$ cat src/rtl/exec_sequencer_if.sv
// rtl/exec_sequencer_if.sv - instruction handshake and execute-unit bus for exec_sequencer
//
// Signals:
//   instr_valid   source -> sequencer  instruction word available
//   instr_ready   sequencer -> source  instruction accepted this cycle (FETCH only)
//   instr[7:0]    source -> sequencer  [7:4] opcode, [3:0] register address
//   ex_opcode     sequencer -> exec    captured opcode
//   ex_operand    sequencer -> exec    captured register address
//   ex_data       sequencer -> exec    rf[ex_operand], combinational
//   ex_result     exec -> sequencer    registered result, one-cycle latency
//   ex_write_addr exec -> sequencer    registered destination address
//
// Modports: master = sequencer side, slave = instruction source / execute unit side.

interface exec_sequencer_if;
  logic       instr_valid;
  logic       instr_ready;
  logic [7:0] instr;
  logic [3:0] ex_opcode;
  logic [3:0] ex_operand;
  logic [7:0] ex_data;
  logic [7:0] ex_result;
  logic [3:0] ex_write_addr;

  modport master (
    input  instr_valid,
    input  instr,
    input  ex_result,
    input  ex_write_addr,
    output instr_ready,
    output ex_opcode,
    output ex_operand,
    output ex_data
  );

  modport slave (
    output instr_valid,
    output instr,
    output ex_result,
    output ex_write_addr,
    input  instr_ready,
    input  ex_opcode,
    input  ex_operand,
    input  ex_data
  );
endinterface

$ cat src/rtl/exec_sequencer.sv
// rtl/exec_sequencer.sv - FETCH/ISSUE/WB instruction sequencer with 16x8 register file
//
// Ports:
//   clk, rst_n        clock, asynchronous active-low reset
//   start             leaves IDLE or HALTED, ignored elsewhere
//   bus               exec_sequencer_if.master (instruction handshake + execute unit)
//   busy              high in FETCH, ISSUE, WB
//   halted            high in HALTED
//   dbg_addr/dbg_data combinational register-file read port
//   retire_cnt        retired-instruction counter, only when EXEC_SEQ_PERF_EN is defined
//
// Parameter RF_INIT: reset value of every register-file entry.
// Optional feature macro: EXEC_SEQ_PERF_EN (adds retire_cnt).

module exec_sequencer #(
  parameter logic [7:0] RF_INIT = 8'h00
) (
  input  logic              clk,
  input  logic              rst_n,
  input  logic              start,
  exec_sequencer_if.master  bus,
  output logic              busy,
  output logic              halted,
  input  logic [3:0]        dbg_addr,
  output logic [7:0]        dbg_data
`ifdef EXEC_SEQ_PERF_EN
  ,
  output logic [15:0]       retire_cnt
`endif
);

  typedef enum logic [2:0] {
    S_IDLE,
    S_FETCH,
    S_ISSUE,
    S_WB,
    S_HALTED
  } state_t;

  localparam logic [3:0] OP_HALT = 4'hF;

  state_t     state;
  state_t     state_next;
  logic [7:0] instr_q;
  logic [7:0] rf [16];
  logic       capture;
  logic       wb_en;
  logic       ready;

  // State register and captured instruction.
  always_ff @(posedge clk or negedge rst_n) begin
    if (!rst_n) begin
      state   <= S_IDLE;
      instr_q <= 8'h00;
    end else begin
      state <= state_next;
      if (capture) begin
        instr_q <= bus.instr;
      end
    end
  end

  // Register file. Reset wins over a write pending in WB, so an
  // interrupted instruction leaves no trace.
  always_ff @(posedge clk or negedge rst_n) begin
    if (!rst_n) begin
      for (int i = 0; i < 16; i++) begin
        rf[i] <= RF_INIT;
      end
    end else if (wb_en) begin
      rf[bus.ex_write_addr] <= bus.ex_result;
    end
  end

  // Next-state and control decode.
  always_comb begin
    state_next = state;
    ready      = 1'b0;
    capture    = 1'b0;
    wb_en      = 1'b0;
    case (state)
      S_IDLE: begin
        if (start) begin
          state_next = S_FETCH;
        end
      end
      S_FETCH: begin
        ready = 1'b1;
        if (bus.instr_valid) begin
          capture = 1'b1;
          // HALT words are captured (visible on ex_opcode) but never reach WB.
          if (bus.instr[7:4] == OP_HALT) begin
            state_next = S_HALTED;
          end else begin
            state_next = S_ISSUE;
          end
        end
      end
      S_ISSUE: begin
        // Execute unit samples ex_* at this closing edge.
        state_next = S_WB;
      end
      S_WB: begin
        wb_en      = 1'b1;
        state_next = S_FETCH;
      end
      S_HALTED: begin
        if (start) begin
          state_next = S_FETCH;
        end
      end
      default: begin
        state_next = S_IDLE;
      end
    endcase
  end

  assign bus.instr_ready = ready;
  assign bus.ex_opcode   = instr_q[7:4];
  assign bus.ex_operand  = instr_q[3:0];
  // Both read ports see the pre-edge contents while WB is writing.
  assign bus.ex_data     = rf[instr_q[3:0]];
  assign dbg_data        = rf[dbg_addr];

  assign busy   = (state == S_FETCH) || (state == S_ISSUE) || (state == S_WB);
  assign halted = (state == S_HALTED);

`ifdef EXEC_SEQ_PERF_EN
  logic [15:0] retire_q;

  // Counts completed write-backs; wraps naturally at 16 bits.
  always_ff @(posedge clk or negedge rst_n) begin
    if (!rst_n) begin
      retire_q <= 16'h0000;
    end else if (wb_en) begin
      retire_q <= retire_q + 16'h0001;
    end
  end

  assign retire_cnt = retire_q;
`endif

endmodule

$ cat src/flat_wrapper.sv
// flat-port wrapper written by rule: the top's interface ports become plain ports
module exec_sequencer_flat 
#(
  parameter logic [7:0] RF_INIT = 8'h00
)
  (clk, rst_n, start, busy, halted, dbg_addr, dbg_data, bus_instr_valid, bus_instr, bus_ex_result, bus_ex_write_addr, bus_instr_ready, bus_ex_opcode, bus_ex_operand, bus_ex_data);
  exec_sequencer_if bus_i ();
  input  logic clk;
  input  logic rst_n;
  input  logic start;
  output logic busy;
  output logic halted;
  input  logic [3:0] dbg_addr;
  output logic [7:0] dbg_data;
  input wire logic [$bits(bus_i.instr_valid)-1:0] bus_instr_valid;
  input wire logic [$bits(bus_i.instr)-1:0] bus_instr;
  input wire logic [$bits(bus_i.ex_result)-1:0] bus_ex_result;
  input wire logic [$bits(bus_i.ex_write_addr)-1:0] bus_ex_write_addr;
  output wire logic [$bits(bus_i.instr_ready)-1:0] bus_instr_ready;
  output wire logic [$bits(bus_i.ex_opcode)-1:0] bus_ex_opcode;
  output wire logic [$bits(bus_i.ex_operand)-1:0] bus_ex_operand;
  output wire logic [$bits(bus_i.ex_data)-1:0] bus_ex_data;
  assign bus_i.instr_valid = bus_instr_valid;
  assign bus_i.instr = bus_instr;
  assign bus_i.ex_result = bus_ex_result;
  assign bus_i.ex_write_addr = bus_ex_write_addr;
  assign bus_instr_ready = bus_i.instr_ready;
  assign bus_ex_opcode = bus_i.ex_opcode;
  assign bus_ex_operand = bus_i.ex_operand;
  assign bus_ex_data = bus_i.ex_data;
  exec_sequencer #(.RF_INIT(RF_INIT)) u_core (.clk(clk), .rst_n(rst_n), .start(start), .bus(bus_i), .busy(busy), .halted(halted), .dbg_addr(dbg_addr), .dbg_data(dbg_data));
endmodule
$ cat config.mk
export PLATFORM = sky130hd
export DESIGN_NAME = exec_sequencer_flat
export DESIGN_NICKNAME = d
export VERILOG_FILES = /design/src/rtl/exec_sequencer_if.sv /design/src/rtl/exec_sequencer.sv /design/src/flat_wrapper.sv
export SDC_FILE = /design/constraint.sdc
export NUM_CORES = 1
export LEC_CHECK = 0
export CAP_MARGIN = 20
export CORE_AREA = 2 2 106 185
export DETAILED_ROUTE_END_ITERATION = 12
export DIE_AREA = 0 0 108 187
export DONT_BUFFER_PORTS = 1
export SYNTH_ARGS = -nofsm -noshare
export SYNTH_HDL_FRONTEND = slang
export SYNTH_SLANG_ARGS = --single-unit
$ cat constraint.sdc
create_clock -name clk -period 1.7 [get_ports clk]
set_clock_uncertainty 0.05 [all_clocks]
set_input_delay 0.17 -clock clk [delete_from_list [all_inputs] [get_ports clk]]
set_output_delay 0.17 -clock clk [all_outputs]
set_load 0.02 [all_outputs]
==> results.json <==
{
  "finalCritPeriodShare_pct": 131,
  "groute.layer.met3.usage_pct": 4.36,
  "drt_iter0_drc": 291,
  "tritoncts": "built",
  "ant_nets": 0,
  "run_status": "finished with violations",
  "ys_top_cells_by_area": "dfrtp_1 (47%), mux2_2 (21%), mux4_2 (20%), a22oi_1 (3.3%), nor3_4 (1.1%)",
  "groute.usage.overall_pct": 20.8,
  "yosysWarnings": 0,
  "synth_seq_cells": 139,
  "globalRoute.busiestLayer": "met2",
  "crit_start": "u_core.instr_q[0]",
  "nets_final": 542,
  "powerDensity_nw_per_um2": 1610,
  "critPathLaunchType": "flop",
  "critical_path_class": "reg2out",
  "ys_top_cells_by_count": "dfrtp_1 (139), mux2_2 (134), mux4_2 (64), a22oi_1 (32), clkbuf_1 (20)",
  "synth_area_um2": 7330,
  "synth.mux.area_fraction_pct": 40.5,
  "synthSimpleGateAreaFrac_pct": 5.94,
  "post-synth-top-area-fraction_pct": 47.4,
  "met2_usage_pct": 35.9,
  "numClockSinks": 139,
  "global_route_wire_length_before_repair_mm": 30.4,
  "cts_buffer_depth": 2,
  "rrSetupSlack_ns": 0,
  "initial_core_util_pct": 38.9,
  "synth_enable_flop_cells": 0,
  "synth-compound-area-share_pct": 3.57,
  "clkLatencyLatePin_ns": 0.43,
  "clk_pin_slew_worst_paths_ns": 0.06,
  "dieWidth_um": 108,
  "synth.avg_cell_area_um2": 15.4,
  "ctsHtreeMaxLevel": 4,
  "grt_start_max_net_pins": 140,
  "globalRoute.totalOverflow": 0,
  "hold_ws_ns": -0.615,
  "yosysTopAreaCell": "dfrtp_1",
  "drive_gt1_share_pct": 63.9,
  "clockRootBuffer": "clkbuf_16",
  "synthXorXnorAreaFrac_pct": 0,
  "violations": "negative hold slack, negative setup slack",
  "inserted_diodes": 0,
  "reg2reg_to": "u_core.rf[26]",
  "max_clock_freq_mhz": 449,
  "drt-vias-per-instance": 5.98,
  "synth_most_common_cell": "dfrtp_1",
  "final_cell_area_um2": 9100,
  "totalNegativeSetupSlack_ns": -5.21,
  "met1_usage_pct": 24.3,
  "hpwl_mm": 12.9,
  "final_count_of_negative_setup_slack_endpoints": 18,
  "regToRegStartpoint": "u_core.state[2]",
  "floorplan.rows": 67,
  "avgRoutedWirePerCell_um": 26.1,
  "static-leakage-power_nw": 3.87,
  "tot_pwr_mw": 14.7,
  "floorplan.die.height_um": 187,
  "synth-async-reset-ratio_pct": 100,
  "post_dp_cell_area_um2": 8000,
  "filler_cell_count": 1607,
  "drt_first_pass_iters": 4,
  "post-route-drc-count": 0,
  "timing.critical_path.slowest_cell_delay_ns": 0.52,
  "synth_seq_area_share_pct": 47.4,
  "slew_headroom_pct": 46.8,
  "synth.lib_cells_used.distinct": 30,
  "timing.reg2reg.worst_path_depth": 5,
  "initial_antenna_violation_count": 0,
  "first_global_vias": 4957,
  "synthFlopType": "dfrtp_1",
  "post-route-worst-setup-slack_ns": -0.526,
  "finalHoldViolCount": 139,
  "synth-adder-area-share_pct": 0,
  "io-pin-count": 55,
  "placement.io_buffers": 0,
  "drv.max_cap_violation_count": 0,
  "fp.dieArea_um2": 20200,
  "critical_path_required_ns": 1.48,
  "cts_made_buffers": 17,
  "worstSetupEndpointType": "output pin",
  "core-area_um2": 18900,
  "main_combinational_cell_family_by_area_after_synthesis": "multiplexers",
  "path_cells": "buf_12 -> mux4_2 -> a22oi_2 -> nand2_2",
  "synthCells": 477,
  "rsz0062_at_grt": "yes",
  "mappedNetlistNets": 505,
  "irDropWorstVdd_mv": 0.948,
  "minimum_period_implied_by_the_final_worst_setup_slack_ns": 2.23,
  "drv_slew": 0,
  "holdCritPathClass": "in2async",
  "pre_cts_ws_ns": -0.122,
  "cts_hold_repair.buffers": 18,
  "tightestPinTransition_ns": 0.798,
  "cp.arrival_ns": 2.01,
  "routabilityCongestion": 0.775,
  "via_count": 4589,
  "routed_wl_mm": 20.1,
  "syn_to_final_growth_pct": 24.1,
  "cp_max_fo": 16,
  "critical_path.endpoint": "bus_ex_data[2]",
  "worst_path_max_delay_cell": "mux4_2"
}
[area by class of cell]
cell class	count	area, um2	share of cell area, %
well taps	241	302	3.31
inverters	3	11.3	0.124
repair buffers	58	674	7.41
clock buffers	19	443	4.86
clock inverters	13	169	1.86
multi-input cells	295	4020	44.2
flip-flops and latches	139	3480	38.3
[critical path, delay by kind of cell, from the launching register on]
family / cells / cell delay (ns)
compound gates: 1 / 0.26
flops: 1 / 0.43
mux: 1 / 0.52
buf+inv: 1 / 0.20
simple gates: 1 / 0.15
[kinds of logic after synthesis]
| kind of cell | Yosys count |
|---|---|
| compound gates | 36 |
| simple gates | 59 |
| flops | 139 |
| buf+inv | 43 |
| mux | 200 |
[worst min path at each step]
stage | endpoint | slack (ns) | startpoint
after global routing | u_core.state[1] | -0.63 | rst_n
after CTS | u_core.instr_q[0] | -0.64 | rst_n
after detailed placement | u_core.instr_q[6] | -0.17 | rst_n
after floorplan | u_core.instr_q[0] | -0.18 | rst_n
after global placement | u_core.instr_q[6] | -0.17 | rst_n
final | u_core.instr_q[4] | -0.62 | rst_n
[per-stage QoR]
step | utilization [%] | std cells
2_1_floorplan | - | 477
3_3_place_gp | 42.4 | 713
3_5_place_dp | 42.4 | 713
4_1_cts | 47.4 | 766
5_1_grt | 48.3 | 768
6_report | 48.3 | 768
[metal layers]
layer | vias to the layer above | share of wire [%]
li1 | 1941 | -
met1 | 2473 | 36
met2 | 134 | 55
met3 | 41 | 5.1
met4 | 0 | 3.8
met5 | - | 0
[power by group]
group,internal [mW],switching (mW)
combinational,3.06,2.48
clock,2.35,1.47
sequential,4.42,0.919
[timing repair]
| item | CTS | global route |
|---|---|---|
| setup endpoints to repair | 23 | 65 |
| cloned | 1 | 0 |
| setup buffers | 2 | 1 |
| pin swaps | 20 | 13 |
| hold endpoints to repair | 278 | 139 |
| gates resized for setup | 28 | 40 |
[cell usage in the layout (no fill, tap or decap), drive strengths merged]
master and n:
nor2 5, nor3 6, and2 2, mux2 136, nand4 3, buf 40, o21ai 1, nand4b 2
bufinv 3, nor2b 6, clkbuf 19, nand3 6, dlygate4sd3 18, a21oi 2, o22ai 1, nand4bb 1
mux4 64, a22oi 32, nor4bb 2, dfrtp 139, and4b 1, nor3b 1, nand2b 3, inv 4
clkinv 5, nand2 19, clkinvlp 4, nor4 2
[sequential cells by signal, summed over array words and instances, names as in the netlist]
signal / cells
u_core.rf: 128
u_core.instr_q: 8
u_core.state: 3
(Power assumes the default switching activity.)
